File: src/rtl/alu_seq_pkg.sv
// Shared definitions for alu_seq: opcodes, FSM states and opcode legality.
// Optional feature macro: ALU_SEQ_MUL_EN (enables MUL opcode 1010).
package alu_seq_pkg;

  typedef enum logic [3:0] {
    OP_ADD  = 4'b0000,
    OP_SUB  = 4'b0001,
    OP_AND  = 4'b0010,
    OP_OR   = 4'b0011,
    OP_XOR  = 4'b0100,
    OP_SLL  = 4'b0101,
    OP_SRL  = 4'b0110,
    OP_SLTU = 4'b0111,
    OP_SLT  = 4'b1000,
    OP_SRA  = 4'b1001,
    OP_MUL  = 4'b1010
  } alu_op_e;

  typedef enum logic [1:0] {
    IDLE = 2'b00,
    BUSY = 2'b01,
    DONE = 2'b10
  } alu_state_e;

  // MUL is only legal when the multiplier is built.
  function automatic logic is_legal_op(input logic [3:0] op);
    logic legal;
    case (op)
      OP_ADD, OP_SUB, OP_AND, OP_OR, OP_XOR,
      OP_SLL, OP_SRL, OP_SLTU, OP_SLT, OP_SRA: legal = 1'b1;
`ifdef ALU_SEQ_MUL_EN
      OP_MUL:  legal = 1'b1;
`endif
      default: legal = 1'b0;
    endcase
    return legal;
  endfunction

endpackage

File: src/rtl/alu_seq_mul.sv
// Iterative shift-add multiplier: retires MUL_BITS multiplier bits per cycle,
// finishing WIDTH/MUL_BITS cycles after start. product is the low WIDTH bits.
// done is asserted during the final step; product is valid in that cycle.
module alu_seq_mul #(
  parameter int WIDTH    = 32,
  parameter int MUL_BITS = 1
) (
  input  logic             clk,
  input  logic             rst_n,
  input  logic             start,
  input  logic [WIDTH-1:0] a,
  input  logic [WIDTH-1:0] b,
  output logic             busy,
  output logic             done,
  output logic [WIDTH-1:0] product
);

  localparam int STEPS = WIDTH / MUL_BITS;
  localparam int CNT_W = $clog2(STEPS) + 1;

  logic [WIDTH-1:0] mcand_q, mcand_d;
  logic [WIDTH-1:0] mplier_q, mplier_d;
  logic [WIDTH-1:0] acc_q, acc_d;
  logic [CNT_W-1:0] cnt_q, cnt_d;
  logic             busy_q, busy_d;
  logic [WIDTH-1:0] acc_step;

  // Accumulator after adding this cycle's MUL_BITS partial products.
  always_comb begin
    acc_step = acc_q;
    for (int i = 0; i < MUL_BITS; i++) begin
      if (mplier_q[i]) begin
        acc_step = acc_step + (mcand_q << i);
      end else begin
        acc_step = acc_step;
      end
    end
  end

  // Load on start, otherwise shift-add while busy.
  always_comb begin
    mcand_d  = mcand_q;
    mplier_d = mplier_q;
    acc_d    = acc_q;
    cnt_d    = cnt_q;
    busy_d   = busy_q;
    if (start) begin
      mcand_d  = a;
      mplier_d = b;
      acc_d    = {WIDTH{1'b0}};
      cnt_d    = CNT_W'(STEPS);
      busy_d   = 1'b1;
    end else if (busy_q) begin
      mcand_d  = mcand_q << MUL_BITS;
      mplier_d = mplier_q >> MUL_BITS;
      acc_d    = acc_step;
      cnt_d    = cnt_q - CNT_W'(1);
      busy_d   = (cnt_q != CNT_W'(1));
    end else begin
      busy_d   = 1'b0;
    end
  end

  // Multiplier state registers.
  always_ff @(posedge clk or negedge rst_n) begin
    if (!rst_n) begin
      mcand_q  <= {WIDTH{1'b0}};
      mplier_q <= {WIDTH{1'b0}};
      acc_q    <= {WIDTH{1'b0}};
      cnt_q    <= {CNT_W{1'b0}};
      busy_q   <= 1'b0;
    end else begin
      mcand_q  <= mcand_d;
      mplier_q <= mplier_d;
      acc_q    <= acc_d;
      cnt_q    <= cnt_d;
      busy_q   <= busy_d;
    end
  end

  assign busy    = busy_q;
  assign done    = busy_q && (cnt_q == CNT_W'(1));
  assign product = acc_step;

endmodule

File: src/rtl/alu_seq.sv
// Sequential ALU with valid/ready handshake and registered result.
// Optional feature macro: ALU_SEQ_MUL_EN builds the BUSY path and the
// iterative multiplier; without it opcode 1010 is illegal.
module alu_seq
  import alu_seq_pkg::*;
#(
  parameter int WIDTH    = 32,
  parameter int MUL_BITS = 1
) (
  input  logic             clk,
  input  logic             rst_n,
  input  logic             in_valid,
  output logic             in_ready,
  input  logic [3:0]       op,
  input  logic [WIDTH-1:0] operand_a,
  input  logic [WIDTH-1:0] operand_b,
  output logic             out_valid,
  input  logic             out_ready,
  output logic [WIDTH-1:0] result,
  output logic             zero,
  output logic             illegal
);

  localparam int SH_W = $clog2(WIDTH);

  alu_state_e       state_q, state_d;
  logic [WIDTH-1:0] result_q, result_d;
  logic             zero_q, zero_d;
  logic             illegal_q, illegal_d;
  logic             out_valid_q, out_valid_d;
  logic             accept;
  logic             op_legal;
  logic [WIDTH-1:0] alu_res;
  logic [SH_W-1:0]  shamt;
  logic             mul_start;
  logic             mul_busy;
  logic             mul_done;
  logic [WIDTH-1:0] mul_product;

  assign shamt    = operand_b[SH_W-1:0];
  assign op_legal = is_legal_op(op);
  assign in_ready = (state_q == IDLE) || ((state_q == DONE) && out_ready);
  assign accept   = in_valid && in_ready;

  // Single-cycle operations.
  always_comb begin
    alu_res = {WIDTH{1'b0}};
    case (op)
      OP_ADD:  alu_res = operand_a + operand_b;
      OP_SUB:  alu_res = operand_a - operand_b;
      OP_AND:  alu_res = operand_a & operand_b;
      OP_OR:   alu_res = operand_a | operand_b;
      OP_XOR:  alu_res = operand_a ^ operand_b;
      OP_SLL:  alu_res = operand_a << shamt;
      OP_SRL:  alu_res = operand_a >> shamt;
      OP_SLTU: alu_res = {{(WIDTH-1){1'b0}}, (operand_a < operand_b)};
      OP_SLT:  alu_res = {{(WIDTH-1){1'b0}}, ($signed(operand_a) < $signed(operand_b))};
      OP_SRA:  alu_res = $signed(operand_a) >>> shamt;
      default: alu_res = {WIDTH{1'b0}};
    endcase
  end

`ifdef ALU_SEQ_MUL_EN
  alu_seq_mul #(
    .WIDTH    (WIDTH),
    .MUL_BITS (MUL_BITS)
  ) u_mul (
    .clk     (clk),
    .rst_n   (rst_n),
    .start   (mul_start),
    .a       (operand_a),
    .b       (operand_b),
    .busy    (mul_busy),
    .done    (mul_done),
    .product (mul_product)
  );
`else
  assign mul_busy    = 1'b0;
  assign mul_done    = 1'b0;
  assign mul_product = {WIDTH{1'b0}};
`endif

  // Next-state and result-register update logic.
  always_comb begin
    state_d     = state_q;
    result_d    = result_q;
    zero_d      = zero_q;
    illegal_d   = illegal_q;
    out_valid_d = out_valid_q;
    mul_start   = 1'b0;
    case (state_q)
      IDLE, DONE: begin
        if (accept) begin
`ifdef ALU_SEQ_MUL_EN
          if (op == OP_MUL) begin
            state_d     = BUSY;
            mul_start   = 1'b1;
            out_valid_d = 1'b0;
          end else begin
            state_d     = DONE;
            result_d    = op_legal ? alu_res : {WIDTH{1'b0}};
            zero_d      = op_legal ? (alu_res == {WIDTH{1'b0}}) : 1'b1;
            illegal_d   = ~op_legal;
            out_valid_d = 1'b1;
          end
`else
          state_d     = DONE;
          result_d    = op_legal ? alu_res : {WIDTH{1'b0}};
          zero_d      = op_legal ? (alu_res == {WIDTH{1'b0}}) : 1'b1;
          illegal_d   = ~op_legal;
          out_valid_d = 1'b1;
`endif
        end else if ((state_q == DONE) && out_ready) begin
          state_d     = IDLE;
          out_valid_d = 1'b0;
        end else begin
          state_d     = state_q;
        end
      end
`ifdef ALU_SEQ_MUL_EN
      BUSY: begin
        if (mul_done) begin
          state_d     = DONE;
          result_d    = mul_product;
          zero_d      = (mul_product == {WIDTH{1'b0}});
          illegal_d   = 1'b0;
          out_valid_d = 1'b1;
        end else if (!mul_busy) begin
          // Multiplier lost its operation; recover to IDLE.
          state_d     = IDLE;
          out_valid_d = 1'b0;
        end else begin
          state_d     = BUSY;
        end
      end
`endif
      default: begin
        state_d     = IDLE;
        out_valid_d = 1'b0;
      end
    endcase
  end

  // State and output registers.
  always_ff @(posedge clk or negedge rst_n) begin
    if (!rst_n) begin
      state_q     <= IDLE;
      result_q    <= {WIDTH{1'b0}};
      zero_q      <= 1'b0;
      illegal_q   <= 1'b0;
      out_valid_q <= 1'b0;
    end else begin
      state_q     <= state_d;
      result_q    <= result_d;
      zero_q      <= zero_d;
      illegal_q   <= illegal_d;
      out_valid_q <= out_valid_d;
    end
  end

  assign result    = result_q;
  assign zero      = zero_q;
  assign illegal   = illegal_q;
  assign out_valid = out_valid_q;

endmodule

File: config.mk
export PLATFORM = sky130hd
export DESIGN_NAME = alu_seq
export DESIGN_NICKNAME = d
export VERILOG_FILES = /design/src/rtl/alu_seq_pkg.sv /design/src/rtl/alu_seq_mul.sv /design/src/rtl/alu_seq.sv
export SDC_FILE = /design/constraint.sdc
export NUM_CORES = 1
export LEC_CHECK = 0
export BUFFER_PORTS_ARGS = -buffer_cell sky130_fd_sc_hd__buf_2
export CAP_MARGIN = 25
export CORE_MARGIN = 2
export CORE_UTILIZATION = 50
export CTS_BUF_LIST = sky130_fd_sc_hd__clkbuf_16
export DETAILED_ROUTE_END_ITERATION = 8
export HOLD_SLACK_MARGIN = 0.12
export PLACE_DENSITY_LB_ADDON = 0.05
export SYNTH_ARGS = -nofsm -noshare
export SYNTH_HDL_FRONTEND = slang
export SYNTH_HIERARCHICAL = 1
export SYNTH_SLANG_ARGS = --single-unit
File: constraint.sdc
create_clock -name clk -period 4.6 [get_ports clk]
set_clock_uncertainty 0.1 [all_clocks]
set_input_delay 0.23 -clock clk [delete_from_list [all_inputs] [get_ports clk]]
set_output_delay 0.23 -clock clk [all_outputs]
set_load 0.05 [all_outputs]
==> key figures <==
Run status
  • Outcome: finished clean

Detailed routing
  • Avg WL per Cell: around 28 um
  • Via density: 7.13
  • DRC errors left: 0
  • Final ANT Viol Nets: 0
  • Routed WL: 56600 um
  • Vias: roughly 14000
  • Initial DRC Count: 2227
  • 1st-pass router iterations: 7

Hold path
  • Hold Crit Class: in2reg
  • Min-Delay Path Depth: 3
  • End of the worst hold path: out_valid
  • Hold Crit Start: out_ready

Place
  • Pre-CTS WS: roughly 0.012 ns
  • RePlAce Congestion: ~1.1
  • DP Wirelength: 46300 um
  • # port buffers: 107
  • Placed inst area: 13000 um^2

Global routing
  • Pin count of the biggest net entering global routing: 56
  • Vias in the first global route: 13317
  • Overall Global Routing Usage: 46.0%
  • Global-route wire length before repair: 84400 um
  • Initial antenna violation count: 2
  • GRT Residual Overflow: 0

STA
  • Final period util: between 90% and 100%
  • Headroom to the max-slew limit: 19.1%
  • Final setup vio count: 0
  • Setup WS post-layout: 0.127 ns
  • Slew @ Worst Pin: 1.21 ns
  • Min cycle time layout: about 4.5 ns
  • RSZ-0062 raised after global routing: no
  • Final hold violation count: 0
  • WHS: 0.199 ns
  • Peak Freq: 224 MHz
  • Setup TNS: 0 ns
  • Pins over their slew limit: 0

Synthesis
  • Yosys reg bits: 35
  • Top cells by area, synth: ha_1 11%, dfrtp_1 7.6%, mux4_2 6.7%
  • Post-synth net total: 1751
  • Yosys top cell area share: 10.9%
  • Syn Inst Count: approximately 1600
  • Syn Std Cell Area: 11500 um^2
  • Ys async rst share: 100%
  • Unique masters post-synth: 100
  • Cell accounting for the most synthesized area: ha_1
  • EDFF count, synth: 0
  • Register area share after synthesis: about 7.6%
  • Yosys warning total: 6
  • Main flop type after synthesis: dfrtp_1
  • Mean Syn Cell Area: 7.27 um^2

Floorplan
  • Core Region: 22600 um^2
  • DIE WIDTH: ~160 um
  • FP Rows: 55
  • Die area: between 20000 and 25000 um^2
  • Die H: 155 um
  • Initial Utilization: 50.8%
  • I/O pin total: approximately 110

Layout
  • P&R area growth vs syn: 14.6%
  • Storage cell area: between 800 and 900 um^2
  • Area taken by multi-input logic gates: 9540 um^2
  • Fillers: 2221
  • Number of inserted diodes: 0
  • Commonest non-fill, non-tap cell in the layout: nor2_1
  • Final non-filler cell area: between 10000 and 15000 um^2
  • Layout cell share with drive strength beyond 1: 22.7%
  • Commonest cells after routing, fill and taps aside: 178 x nor2_1, 151 x buf_4, 140 x nand2_1, 126 x a21oi_1, 109 x o21ai_0
  • Fin nets: 1902

Worst setup path
  • Crit path max fanout: 11
  • CP max-delay cell: nor4b_1
  • Worst path most repeated cell: nand4_1
  • Worst path top cell family by delay: simple AND/OR/NAND/NOR gates
  • Largest stage delay, worst path: approximately 0.69 ns
  • FF-to-FF Start: out_valid
  • WS Path Type: in2reg
  • Crit start category: input port
  • FF-to-FF path depth: 10
  • FF-to-FF setup slack: 1.19 ns
  • Worst path bufs/invs: 2
  • Crit-path cells: buf_4, ha_1, inv_1, fa_1, nand4b_1, a311oi_1, a221oi_1, o31ai_1, nor4b_1, nand4_1, or4_1, or4b_1, nor4_1, nand4_1, o41ai_2
  • Worst R2R End: zero
  • Worst EP required: 4.68 ns
  • Worst EP arrival: 4.56 ns
  • CP Capture Type: flip-flop

CTS
  • Clock Sinks: 35
  • H-tree levels: 2
  • CTS Buf Count: 5
  • Worst-skew pair later-pin latency: roughly 0.28 ns
  • Max Buffers Root-to-Sink: 2
  • CTS tree: built
  • Root Driver: clkbuf_16
  • Post-cts sizing count: 0
  • Clk pin slew, worst setup/hold paths: 0.06 ns

Pwr
  • Power Density: 191 nW/um^2
  • Maximum VDD drop: 0.218 mV
  • Pleak: roughly 5.8 nW

Job
  • Max Cap Viol: 0
==> flip-flops by register name, summed over array words and instances, names as in the netlist <==
| name | cells |
|---|---|
| illegal | 1 |
| zero | 1 |
| out_valid | 1 |
| result | 32 |
==> worst register-to-register path: cells and delay by family (launching register included) <==
kind             cells  cell delay [ns]
flip-flops           1             0.38
AND/OR/NAND/NOR      9             2.51
AO/OA/AOI/OAI        1             0.32
==> layer usage <==
layer	vias up	GRT usage (%)	part of all wire, %
li1	6258	-	-
met3	215	11.8	14
met1	6753	62.1	39
met4	4	21.4	5.6
met5	-	0	0.057
met2	1137	68.6	41
==> power breakdown <==
group | internal [W] | switching, W
Clock | 0.000196 | 0.000118
Sequential | 0.000360 | 0.0000276
Combinational | 0.000618 | 0.00119
Total | 0.00117 | 0.00134
==> logic make-up (layout without fill, tap and decap cells) <==
logic type / Yosys count / count (layout) / share of synthesized area, %
buffers and inverters: 222 / 374 / 9.47
xor gates and xnor gates: 10 / 10 / 0.764
adders and majority gates: 102 / 102 / 11.3
and+or+nand+nor: 559 / 559 / 23.8
muxes: 120 / 120 / 16.0
DFF: 35 / 35 / 7.64
AOI/OAI and AO/OA: 529 / 529 / 31.1
==> what timing repair did <==
| action | 4_1_cts | 5_1_grt |
|---|---|---|
| setup buffers | 0 | 0 |
| hold buffers | 2 | 0 |
| hold endpoints to repair | 36 | 0 |
==> cells in the mapped netlist (all sizes together), types with 22 or more instances <==
cell type,count
a21oi,126
nor2,178
nand2,140
ha,100
o31ai,22
mux2,35
dfrtp,35
mux4,44
o21ai,111
a211oi,29
a31oi,27
clkbuf,88
inv,97
o211ai,26
nand3,42
mux2i,41
nor3,40
buf,36
==> final cells by class <==
type,count,share of cell area (%)
multi-input combinational,1320,72.7
timing repair buffer,269,14.1
sequential,35,6.67
inverter,97,2.77
tap,285,2.72
clock buffer,5,0.953
clock inverter,3,0.114
==> per-stage QoR <==
step                util [%]  instances  total power (W)
finish                  58.2       2014          0.00251
floorplan                  -       1577          0.00149
global placement        57.4       2001          0.00211
CTS                     58.1       2013          0.00245
detailed placement      57.4       2003          0.00213
global route            58.2       2014          0.00262
==> worst max path at each step <==
stage	from	to	slack [ns]	depth (start not counted)
final	operand_b[0]	zero	0.13	15
after floorplan	operand_b[3]	zero	0.01	19
after CTS	operand_b[0]	zero	0.29	15
after global placement	operand_b[0]	zero	0.09	15
after detailed placement	operand_b[0]	zero	0.01	15
after global routing	operand_a[0]	zero	0.09	16
No activity file was read; power rests on OpenSTA's default activity.
